[src/rtl/slot_reader.sv]
// Read-out engine for the 4-entry slot bank: streams slots 00/01/10 on a start
// pulse, with the status flag redirecting the next beat to slot 11 and ending the burst.
module slot_reader #(
  parameter int DATA_W = 8
) (
  input  logic              clk,
  input  logic              reset,
  input  logic              wr_en,
  input  logic [1:0]        wr_addr,
  input  logic [DATA_W-1:0] wr_data,
  input  logic              start,
  input  logic              status,
  input  logic              out_ready,
  output logic              out_valid,
  output logic [1:0]        out_addr,
  output logic [DATA_W-1:0] out_data,
  output logic              busy,
  output logic              done
);

  typedef enum logic [1:0] {IDLE, SEND, DONE} state_t;

  state_t            state, state_nxt;
  logic [1:0]        cnt;
  logic              st;
  logic [DATA_W-1:0] bank [4];

  logic              xfer;
  logic              ld;
  logic [1:0]        ld_cnt;
  logic              ld_st;
  logic [1:0]        ld_addr;

  // Counter/status encoding: counter values 0..2 pick slots 00..10, status wins with 11.
  function automatic logic [1:0] slot_map(input logic [1:0] c, input logic s);
    return {(c == 2'd2) | s, (c == 2'd1) | s};
  endfunction

  // Write-first read: a same-cycle write to the slot being loaded is forwarded.
  function automatic logic [DATA_W-1:0] read_fwd(input logic [1:0] a);
    if (wr_en && (wr_addr == a))
      return wr_data;
    return bank[a];
  endfunction

  assign xfer = out_valid & out_ready;

  always_ff @(posedge clk) begin
    if (reset)
      state <= IDLE;
    else
      state <= state_nxt;
  end

  always_comb begin
    state_nxt = state;
    case (state)
      IDLE:    if (start) state_nxt = SEND;
      SEND:    if (xfer && (st || (cnt == 2'd2))) state_nxt = DONE;
      DONE:    state_nxt = IDLE;
      default: state_nxt = IDLE;
    endcase
  end

  always_comb begin
    ld     = 1'b0;
    ld_cnt = cnt;
    ld_st  = st;
    case (state)
      IDLE: begin
        if (start) begin
          ld     = 1'b1;
          ld_cnt = 2'd0;
          ld_st  = status;
        end
      end
      SEND: begin
        if (xfer && !(st || (cnt == 2'd2))) begin
          ld     = 1'b1;
          ld_cnt = cnt + 2'd1;
          ld_st  = status;
        end
      end
      default: ;
    endcase
    ld_addr = slot_map(ld_cnt, ld_st);
  end

  always_ff @(posedge clk) begin
    if (reset) begin
      for (int i = 0; i < 4; i++) bank[i] <= '0;
    end else if (wr_en) begin
      bank[wr_addr] <= wr_data;
    end
  end

  // Beat register: everything presented downstream comes straight from flops.
  always_ff @(posedge clk) begin
    if (reset) begin
      cnt       <= 2'd0;
      st        <= 1'b0;
      out_valid <= 1'b0;
      out_addr  <= 2'b00;
      out_data  <= '0;
      busy      <= 1'b0;
      done      <= 1'b0;
    end else begin
      out_valid <= (state_nxt == SEND);
      busy      <= (state_nxt == SEND);
      done      <= (state_nxt == DONE);
      if (ld) begin
        cnt      <= ld_cnt;
        st       <= ld_st;
        out_addr <= ld_addr;
        out_data <= read_fwd(ld_addr);
      end
    end
  end

endmodule
[config.mk]
export PLATFORM = sky130hd
export DESIGN_NAME = slot_reader
export DESIGN_NICKNAME = d
export VERILOG_FILES = /design/src/rtl/slot_reader.sv
export SDC_FILE = /design/constraint.sdc
export NUM_CORES = 1
export LEC_CHECK = 0
export BUFFER_PORTS_ARGS = -buffer_cell sky130_fd_sc_hd__buf_2
export CAP_MARGIN = 20
export CORE_UTILIZATION = 30
export DETAILED_ROUTE_END_ITERATION = 8
export PLACE_DENSITY = 0.56
export SETUP_SLACK_MARGIN = 0.4
export SLEW_MARGIN = 15
export SYNTH_ARGS = -nofsm -noshare
export SYNTH_HDL_FRONTEND = slang
export SYNTH_SLANG_ARGS = --single-unit
[constraint.sdc]
create_clock -name clk -period 3.5 [get_ports clk]
set_input_delay 1.05 -clock clk [delete_from_list [all_inputs] [get_ports clk]]
set_output_delay 1.05 -clock clk [all_outputs]
set_load 0.05 [all_outputs]
### Word-level counts from Yosys, hierarchy flattened

Memory sizes are Yosys's and may differ from the RTL's. A register that Yosys moved wholly into a read port is not among the register bits.
Index checks and enable logic that the tools add are counted.

| word-level totals | value |
|---|---|
| register bits after elaboration | 9 |
| RAM bits | 32 |
| input port bits | 16 |
| output and inout bits | 13 |
| word-level logic and storage cells | 43 |
| memories | 1 |

Memory list:

| memory | words | bits a word | read ports | clocked after Yosys merged registers in | write ports | RTL line | RTL |
|---|---|---|---|---|---|---|---|
| bank | 4 | 8 | 1 | 1 | 4 | 26 | `logic [DATA_W-1:0] bank [4];` |

| operators by class | value |
|---|---|
| add/sub/neg operators | 1 |
| equality and inequality tests | 6 |
| muxes and demuxes | 20 |
| bitwise logic cells | 3 |
| reduce and logical (&&, ||, !) cells | 6 |

Operator list:

| kind | count |
|---|---|
| 1-bit two-way mux | 10 |
| 2-bit two-way mux | 5 |
| 8-bit two-way mux | 1 |
| 2-bit case mux with 2 select lines | 2 |
| 8-bit OR reduction | 1 |
| 2-bit by 1-bit == test with 1-bit output (second input constant) | 3 |
| 2-bit == test (second input constant) | 3 |
| 1-bit case mux with 2 select lines | 2 |
| 2-bit by 1-bit adder with 2-bit output (second input constant) | 1 |
| 1-bit logical AND | 2 |
| 2-bit zero test | 1 |
| 1-bit OR | 2 |
| 1-bit AND | 1 |
| 1-bit zero test | 1 |
| 1-bit logical OR | 1 |

### Depth between registers and ports, before layout

Gate-level depths: netlist (run 1).

| depth | value |
|---|---|
| word-level depth | 8 |
| depth in mapped cells | 10 |

### Worst setup path after synthesis (run 1)

Ideal clock, no wire load.

| path | value |
|---|---|
| path type | in2reg |
| start | input out_ready |
| end | register out_data[0] (read register of bank) |
| arrival | 2.704 ns |
| required time | 3.378 ns |
| path slack | 0.674 ns |
| cell stages on the path | 7 |
| buffers on the path | 0 |
| path through | nand4bb_4 mux2_2 and2_4 xor2_4 o21ai_1 a41o_2 a221o_1 |

| between the ends | value |
|---|---|
| longest elaborated chain between the ends | 6 |

RTL lines:

| what | RTL line | RTL |
|---|---|---|
| start, declared | 13 | `input logic out_ready,` |
| 1-bit AND (*) | 46 | `assign xfer = out_valid & out_ready;` |
| 1-bit logical AND (*) | 78 | `if (xfer && !(st \|\| (cnt == 2'd2))) begin` |
| 2-bit two-way mux | 78 |  |
| 2-bit case mux with 2 select lines | 69 | `case (state)` |
| 2-bit by 1-bit == test with 1-bit output / 2-bit == test (equally long branches) | 36 | `return {(c == 2'd2) \| s, (c == 2'd1) \| s};` |
| 1-bit OR | 36 |  |
| end, declared | 16 | `output logic [DATA_W-1:0] out_data,` |

Every way passes the cells marked *; elsewhere a longest branch is shown, timed or not.
A chain may end at the register's enable or synchronous reset.

### Worst setup path in the final report (run 1)

| path | value |
|---|---|
| start | register cnt[0] |
| end | register out_data[5] (read register of bank) |

| between the ends | value |
|---|---|
| longest elaborated chain between the ends | 8 |

RTL lines:

| what | RTL line | RTL |
|---|---|---|
| start, declared | 24 | `logic [1:0] cnt;` |
| start signal, assigned | 112 | `cnt <= ld_cnt;` |
| 2-bit == test | 78 |  |
| 1-bit logical OR | 78 |  |
| 1-bit zero test | 78 |  |
| 1-bit logical AND | 78 |  |
| 2-bit two-way mux | 78 |  |
| 2-bit case mux with 2 select lines | 69 |  |
| 2-bit by 1-bit == test with 1-bit output / 2-bit == test (equally long branches) | 36 |  |
| 1-bit OR | 36 |  |

Several ways; a longest one is shown, not always the timed one.

==> qor.yml, run 1 <==
cells_and_area:
  diodes: 0
  layout_common_cells: "32 x edfxtp_1, 28 x buf_2, 18 x nor2_1"
  final_net_count: 249
  areaGrowthSynthToFinish_pct: 12.9
  final_common_cell: "edfxtp_1"
  postLayoutCoreUtil_pct: 35.5
  layout-drive-gt1-share_pct: 31.3
floorplan:
  io_pins: 29
  core_sq_um: 7810
  rows: 32
  start_util_pct: 31.4
  die_x_um: 92.5
  die_h_um: 92.5
  die_area_sq_um: 8550
timing:
  finClkSkew_ps: 8.11
  finalCritPeriodShare_pct: 79.8
  setup_viol: 0
  clock.fmax_mhz: 358
  rsz0062_at_grt: "no"
  fin_crit_ps: 2790
  fin_setup_tns_ps: 0
  tightest_slew_ps: 607
  slew_headroom_pct: 59.4
  final_hold_viol_count: 0
  finalMaxSlewViolations: 0
placed_design:
  io_buffers: 28
  dp_hpwl_um: 3790
  gp_congestion: 0.732
critical_path:
  cp_max_fo: 10
  crit_path_start_kind: "register"
  reg2reg_depth: 9
  rr_startpoint: "cnt[0]"
  r2r-end: "out_data[5]"
  r2r_setup_slack_ps: 710
  end_kind: "register"
  required_ps: 3700
  cp_data_arrival_time_ps: 2990
  worstSetupPathType: "register to register"
synthesis:
  syn-mean-instance-area_sq_um: 12.2
  synth_area_sq_um: 2450
  synth_top_family_by_area: "simple AND/OR/NAND/NOR gates"
  yosysSeqAreaShare_pct: 53.0
  yosysWarnings: 0
  syn_nets: 219
  syn_inst: 202
  async_flop_share_pct: 0
  yosysUniqueCellTypes: 52
  synth_xor_area_share_pct: 1.12
  synth_compound_gate_area_share_pct: 16.4
  synth_adder_area_share_pct: 0.510
  synth_edf_count: 32
  yosys.area_share.simple_pct: 24.5
  ys_ff_latch: 49
  synth_mux_area_share_pct: 0.459
  synth_ff_type: "edfxtp_1"
status:
  outcome: "complete, no violations"
grt:
  grt_use_total_pct: 13.0
  grt_max_degree: 18
  antenna_found_initial: 0
  grt_pass1_vias: 1643
  grt-ovfl-total: 0
  grt_pass1_wl_um: 8510
drt:
  drc: 0
  drt_iter0_drc: 119
  avgViaCountPerCell: 5.00
  wl_um: 5190
  first_pass_iters: 4
  ant_nets: 0
  wl_per_cell_um: 15.5
  via_count: 1674
clock_network:
  cts_buffers: 5
  clockRootBuffer: "clkbuf_8"
  cts_tree: "yes"
  cts_buffer_depth: 2
  path_clk_slew_ps: 90
  htree_levels: 2
  clk-insertion-delay-late_ps: 310
  post_cts_resized: 0
  post_cts_buffers: 0
  ctsHoldBuffers: 0
  cts_sinks: 49
min_path:
  hold_depth: 2
  hold_path.class: "register to register"
  min_to: "out_addr[0]"
  hp-start: "out_addr[0]"
pwr:
  leakagePower_nw: 1.08
  p_per_area_nw_per_um2: 437
  total_power_mw: 1.21
  ir_worst_vdd_mv: 0.176
flow_run:
  maxCapViolCount: 0
==> flip-flops by register name (all words and copies together), names as in the netlist <==
name,flops
bank,32
out_data,8
cnt,2
out_addr,2
state,2
busy,1
done,1
st,1
==> report_power, final <==
| group | leakage [nW] | switching [mW] | internal, mW |
|---|---|---|---|
| sequential | 0.450 | 0.0168 | 0.659 |
| clock | 0.0445 | 0.201 | 0.142 |
| combinational | 0.580 | 0.130 | 0.0631 |
==> cells in the mapped netlist, types with 2 or more instances <==
master	n	share of area, %
o221ai_1	8	2.9
o21ai_2	2	0.71
nor3_1	2	0.41
a21o_1	3	0.92
and2_1	16	4.1
clkbuf_1	5	0.76
dfxtp_1	17	14
a221o_1	8	3.3
a211oi_1	8	2.4
clkbuf_8	3	1.7
nand2_1	5	0.76
nand2b_1	8	2.0
edfxtp_1	32	39
and3_1	17	4.3
o21ai_1	3	0.61
and2_2	9	2.8
nor4b_1	2	0.71
nor2_1	18	2.8
or2b_2	3	1.1
==> final cells by class <==
type                            instances  area, sq um
Clock buffer                            5         68.8
Clock inverter                          3         21.3
Fill cell                             768         5040
Inverter                                1         3.75
Multi-Input combinational cell        140         1060
Sequential cell                        49         1300
Tap cell                              102          128
Timing Repair Buffer                   35          193
==> critical path, cell delays in order, from the launching register on <==
cell,delay [ps]
dfxtp_1,420
inv_1,70
ha_1,280
or3b_1,340
mux2_2,290
and2_4,190
xor2_4,310
o21ai_1,90
a41o_2,340
a221o_1,350
==> stage by stage <==
step                setup slack, ps  hold WS, ps  instance area, sq um  instances
floorplan                       674          513                  2450        202
global placement                426          494                  2680        327
detailed placement              390          494                  2680        327
CTS                             685          506                  2770        335
global route                    563          542                  2770        335
finish                          708          502                  2770        335
==> logic make-up after synthesis <==
kind of cell / after synthesis
AOI/OAI and AO/OA: 44
xor gates and xnor gates: 1
adders and majority gates: 1
buffers and inverters: 13
DFF: 49
muxes: 1
and+or+nand+nor: 93
==> layer usage <==
layer	vias to the layer above	global-route usage, %	routed length [um]
met1	816	16.9	2580
met3	6	1.97	113
li1	826	-	-
met4	0	6.12	109
met5	-	0	0
met2	26	21.0	2380
==> worst max path at each step <==
| stage | start | endpoint | slack (ps) |
|---|---|---|---|
| global placement | out_ready | out_data[0] | 430 |
| detailed placement | out_ready | out_data[6] | 390 |
| CTS | cnt[0] | out_data[5] | 690 |
| floorplan | out_ready | out_data[0] | 670 |
| finish | cnt[0] | out_data[5] | 710 |
| global route | cnt[0] | out_data[1] | 560 |
(Power assumes the default switching activity.)
==> inputs of run 2 (changes only) <==
--- a/config.mk
+++ b/config.mk
@@ -9,7 +9,7 @@
 export CAP_MARGIN = 20
 export CORE_UTILIZATION = 30
 export DETAILED_ROUTE_END_ITERATION = 8
-export PLACE_DENSITY = 0.56
+export PLACE_DENSITY = 0.57
 export SETUP_SLACK_MARGIN = 0.4
 export SLEW_MARGIN = 15
 export SYNTH_ARGS = -nofsm -noshare
==> constraint.sdc (replaced) <==
create_clock -name clk -period 2.4 [get_ports clk]
set_input_delay 0.72 -clock clk [delete_from_list [all_inputs] [get_ports clk]]
set_output_delay 0.72 -clock clk [all_outputs]
set_load 0.05 [all_outputs]
==> run 2 against run 1 <==
The flow now finishes with violations (setup timing). Cell area up 9.3%. Utilization up 3.3 points. Via count up 2.0%. Sequential power up 46%. Count of clock-buffer cells in the layout unchanged. Clock skew up 7.6 ps. Sequential share of layout area down 3.9 points. Critical path type unchanged. Critical endpoint is now out_data[4]. Largest cell class unchanged.
==> qor.yml, run 2 (synthesized netlist as in run 1, its figures left out) <==
critical_path:
  required_ps: 2610
  worstSetupPathType: "register to register"
  critical-path-slowest-cell: "or3b_1"
  crit_path_start_kind: "register"
  cpLargestDelayFamily: "compound AO/OA/AOI/OAI gates"
  worst-path-buf-inv: 1
  worstPathCellList: "inv_2, ha_4, or3b_1, mux2_4, and2_4, xor2_4, o21ai_2, a41o_4, a221o_1"
  cp_data_arrival_time_ps: 2640
  end_kind: "register"
  cp_max_fo: 8
  r2r_setup_slack_ps: -20
  slowest_delay_ps: 360
pwr:
  switchingPower_mw: 0.531
  power.internal_mw: 1.29
  leakagePower_nw: 1.18
  seq_power_share_pct: 54.0
  total_power_mw: 1.83
  swShare_pct: 29.1
  p_per_area_nw_per_um2: 603
  comb_power_share_pct: 17.7
  pwr-share-clk_pct: 28.3
  ir_worst_vdd_mv: 0.233
clock_network:
  clk-insertion-delay-late_ps: 310
  cts_buffer_depth: 2
  cts_buffers: 5
  cts_sinks: 49
  htree_levels: 2
  path_clk_slew_ps: 110
  clockRootBuffer: "clkbuf_8"
  cts_tree: "yes"
timing:
  finalCritPeriodShare_pct: 101
  finClkSkew_ps: 15.7
  rsz0062_at_grt: "yes"
  slew_headroom_pct: 70.0
  final_hold_viol_count: 0
  tightest_slew_ps: 448
  setup_viol: 2
  clock.fmax_mhz: 412
  finalMaxSlewViolations: 0
  setup_slack_ps: -24.8
  fin_crit_ps: 2420
floorplan:
  die_x_um: 92.5
  die_h_um: 92.5
  die_area_sq_um: 8550
  core_sq_um: 7810
  start_util_pct: 31.4
  io_pins: 29
  rows: 32
cells_and_area:
  final_net_count: 265
  layoutNonFillerInstCount: 351
  reg_top3: "bank (32), out_data (8)"
  fillers: 755
  postLayoutCoreUtil_pct: 38.8
  largest_register_ff_count: 32
  areaGrowthSynthToFinish_pct: 23.4
  diodes: 0
  regMostFlops: "bank"
  final_common_cell: "edfxtp_1"
  layout-drive-gt1-share_pct: 42.2
  layout_common_cells: "32 x edfxtp_1, 28 x buf_2, 22 x buf_4"
grt:
  grt_pass1_wl_um: 8740
  grt_max_degree: 18
  grt_pass1_vias: 1712
  grt_use_total_pct: 13.4
  antenna_found_initial: 0
  grt-ovfl-total: 0
drt:
  drt_iter0_drc: 37
  wl_per_cell_um: 14.7
  via_count: 1707
  first_pass_iters: 4
  wl_um: 5140
  avgViaCountPerCell: 4.86
  ant_nets: 0
  drc: 0
flow_run:
  maxCapViolCount: 0
min_path:
  hold_path.class: "register to register"
status:
  outcome: "finished with violations"
  violations: "setup timing"
placed_design:
  gp_congestion: 0.719
  dp.cells: 342
  dp_hpwl_um: 3950
  io_buffers: 28
[run 2: cell count changes in the layout (fill, tap and decap cells not counted), sizes merged]
cell,delta
buf,+16
inv,+1
clkinv,-1
[run 2: final timing paths]
| kind | start | end | cells after the start |
|---|---|---|---|
| setup / recovery | cnt[0] | out_data[4] | 9 |
| hold / removal | out_addr[0] | out_addr[0] | 2 |
| setup reg to reg | cnt[0] | out_data[4] | 9 |
| hold reg to reg | out_addr[0] | out_addr[0] | 2 |
[run 2: layout make-up]
| class | count | area, sq um | share of cell area (%) |
|---|---|---|---|
| flip-flops and latches | 49 | 1300 | 43.0 |
| multi-input cells | 140 | 1170 | 38.8 |
| repair buffers | 51 | 325 | 10.7 |
| inverters | 1 | 3.75 | 0.124 |
| clock inverters | 3 | 25.0 | 0.826 |
| clock buffers | 5 | 68.8 | 2.27 |
| well taps | 102 | 128 | 4.21 |
[run 2: metrics by stage]
| step | TNS [ps] | instance area [sq um] | hold WS (ps) | setup WS [ps] |
|---|---|---|---|---|
| 2_1_floorplan | -580 | 2490 | 513 | -72.6 |
| 3_3_place_gp | -1380 | 2840 | 487 | -176 |
| 3_5_place_dp | -1400 | 2840 | 495 | -195 |
| 4_1_cts | -185 | 3030 | 511 | -46.1 |
| 5_1_grt | -780 | 3030 | 540 | -133 |
| 6_report | -30.3 | 3030 | 506 | -24.8 |
[run 2: routing by layer]
layer	vias up	wire (um)	share of wire [%]	track usage, %
met2	30	2360	46	21.4
met4	0	89	1.7	5.08
met5	-	0	0	0
li1	855	-	-	-
met3	6	183	3.6	3.04
met1	816	2510	49	17.7
[run 2: power groups by stage]
stage	combinational (mW)	clock [mW]	sequential (mW)
2_1_floorplan	0.158	0	1.06
3_5_place_dp	0.314	0	1.00
6_report	0.323	0.517	0.985
4_1_cts	0.325	0.534	0.987
3_3_place_gp	0.312	0	0.999
5_1_grt	0.351	0.565	0.993
[run 2: tightest hold or removal path, delay by kind of cell, from the launching register on]
kind            cells  cell delay [ps]
flops               1              330
simple gates        1               90
compound gates      1               50
[run 2: timing repair]
item,CTS,global route
setup endpoints to repair,8,8
pin swaps,7,2
hold buffers,0,0
endpoints found under the hold margin,0,0
setup buffers,1,0
resized for setup,14,0
==> inputs of run 3 (changes only) <==
--- a/config.mk
+++ b/config.mk
@@ -5,6 +5,7 @@
 export SDC_FILE = /design/constraint.sdc
 export NUM_CORES = 1
 export LEC_CHECK = 0
+export ABC_AREA = 1
 export BUFFER_PORTS_ARGS = -buffer_cell sky130_fd_sc_hd__buf_2
 export CAP_MARGIN = 20
 export CORE_UTILIZATION = 30
==> run 3 against run 2 <==
The flow now finishes without violations. Utilization increased by 0.66 points. Highest routed layer unchanged. Synthesized cell count grew 67%. Setup slack better by 350 ps. Critical path type unchanged.
==> qor.yml, run 3 <==
cells_and_area:
  largest_register_ff_count: 32
  layout_common_cells: "66 x nor2_1, 65 x nand2_1, 63 x inv_1"
  diodes: 0
  final_common_cell: "nor2_1"
  reg_top3: "bank (32), out_data (8)"
  layoutNonFillerInstCount: 491
  areaGrowthSynthToFinish_pct: 26.1
  layout-drive-gt1-share_pct: 29.5
  postLayoutCoreUtil_pct: 39.5
  final_net_count: 402
  regMostFlops: "bank"
  final_area_sq_um: 3270
critical_path:
  crit_path_start_kind: "register"
  worstPathCellList: "inv_2, ha_4, nor2_4, nand3_4, nand2_4, nand2_8, o21ai_4, buf_6, nand2_1, nand3_2, nand2_1, nor2_1, nor2_1, nor2_1, nor2_1"
  timing.critical_path.mode_cell: "nor2_1"
  required_ps: 2600
  cp_max_fo: 7
  critical-path-slowest-cell: "dfxtp_2"
  end_kind: "register"
  cp_data_arrival_time_ps: 2270
  worstSetupPathType: "register to register"
  slowest_delay_ps: 350
grt:
  grt_pass1_wl_um: 9950
  met1_usage_pct: 16.8
  grtUsageMet3_pct: 2.63
  grt-busiest-layer: "met2"
  grt_pass1_vias: 2229
  grt_max_degree: 19
  antenna_found_initial: 0
  met2_usage_pct: 27.2
  grt-ovfl-total: 0
  grt_use_total_pct: 14.7
timing:
  final_hold_viol_count: 0
  setup_viol: 0
  fin_setup_tns_ps: 0
  tightest_slew_ps: 552
  clock.fmax_mhz: 482
  finClkSkew_ps: 6.76
  whs_ps: 474
  finalCritPeriodShare_pct: 86.4
  slew_headroom_pct: 63.1
  rsz0062_at_grt: "yes"
  setup_slack_ps: 326
  finalMaxSlewViolations: 0
  fin_crit_ps: 2070
drt:
  wl_per_cell_um: 12.3
  drt_iter0_drc: 74
  ant_nets: 0
  first_pass_iters: 4
  wl_um: 6060
  drc: 0
  via_count: 2173
  avgViaCountPerCell: 4.43
synthesis:
  synth_edf_count: 32
  yosysSeqAreaShare_pct: 50.1
  syn-mean-instance-area_sq_um: 7.71
  syn_nets: 354
  synth_area_sq_um: 2600
  synth_common_cells: "79 x nand2_1, 69 x nor2_1, 66 x inv_1, 32 x edfxtp_1, 23 x nand3_1"
  async_flop_share_pct: 0
  syn_inst: 337
  yosysUniqueCellTypes: 28
  synth.most_common_cell: "nand2_1"
  synth_top_area_share_pct: 37.0
  yosysWarnings: 0
  yosys.area.top_type: "edfxtp_1"
  yosys-top-cells-area: "edfxtp_1 37%, dfxtp_1 13%, nand2_1 11%, nor2_1 10%, inv_1 9.5%"
  ys_ff_latch: 49
  synth_ff_type: "edfxtp_1"
placed_design:
  placed_area_sq_um: 2940
  dp_hpwl_um: 4480
  io_buffers: 28
  gp_congestion: 0.826
  dp.cells: 474
  dp_slack_ps: 33.1
floorplan:
  die_x_um: 95.1
  die_area_sq_um: 9030
  rows: 33
  core_sq_um: 8300
  start_util_pct: 31.3
  die_h_um: 95.1
  io_pins: 29
clock_network:
  cts_buffer_depth: 2
  cts_sinks: 49
  path_clk_slew_ps: 90
  htree_levels: 2
  cts_buffers: 5
  clk-insertion-delay-late_ps: 310
  ctsHoldBuffers: 0
  cts_tree: "yes"
  clockRootBuffer: "clkbuf_8"
pwr:
  p_per_area_nw_per_um2: 612
  leakagePower_nw: 1.53
  ir_worst_vdd_mv: 0.215
  total_power_mw: 2.01
min_path:
  hold_path.class: "register to register"
status:
  outcome: "complete, no violations"
flow_run:
  maxCapViolCount: 0
[run 3: changes by cell type in the layout (fill, tap and decap cells not counted), moves of 13 or more]
cell,delta
nand2_1,+60
nand2_2,+15
nor2_1,+50
nand3_1,+13
and3_1,-17
inv_1,+63
and2_1,-16
[run 3: critical path: cells and delay by family, from the launching register on]
kind,cells,cell delay [ps]
compound gates,1,230
fa+ha+maj,1,160
buf+inv,2,220
flops,1,350
simple gates,11,1010
[run 3: metal layers]
layer | wire length, um | up-vias | part of all wire, %
met2 | 3200 | 25 | 53
met5 | 0 | - | 0
li1 | - | 1128 | -
met4 | 78 | 0 | 1.3
met1 | 2630 | 1014 | 43
met3 | 150 | 6 | 2.5
[run 3: cell families after synthesis]
logic type      count (synthesis)  share of synthesized area [%]
compound gates                 12                           2.75
fa+ha+maj                       1                          0.482
flops                          49                           50.1
buf+inv                        76                           11.4
simple gates                  199                           35.3
[run 3: cell type report]
cell class / instances / area [sq um]
Multi-Input combinational cell: 212 / 1190
Clock buffer: 6 / 72.6
Fill cell: 865 / 5020
Inverter: 70 / 274
Clock inverter: 2 / 10.0
Tap cell: 105 / 131
Timing Repair Buffer: 47 / 294
Sequential cell: 49 / 1300
[run 3: final timing paths]
| kind | startpoint | to | slack, ps | cells after the start |
|---|---|---|---|---|
| worst max register to register | cnt[0] | out_data[1] | 330 | 15 |
| worst min register to register | out_data[7] | out_data[7] | 470 | 2 |
| worst min-delay path | out_data[7] | out_data[7] | 470 | 2 |
| worst max-delay path | cnt[0] | out_data[1] | 330 | 15 |
[run 3: power by group]
group | internal [mW] | total, mW | leakage [nW] | switching, mW
Sequential | 0.965 | 0.990 | 0.450 | 0.0245
Clock | 0.203 | 0.478 | 0.0450 | 0.275
Combinational | 0.183 | 0.538 | 1.03 | 0.355
[run 3: repair_timing]
action / 4_1_cts / 5_1_grt
gates resized for setup: 20 / 23
setup buffers: 8 / 1
pin swaps: 20 / 29
setup endpoints to repair: 8 / 9
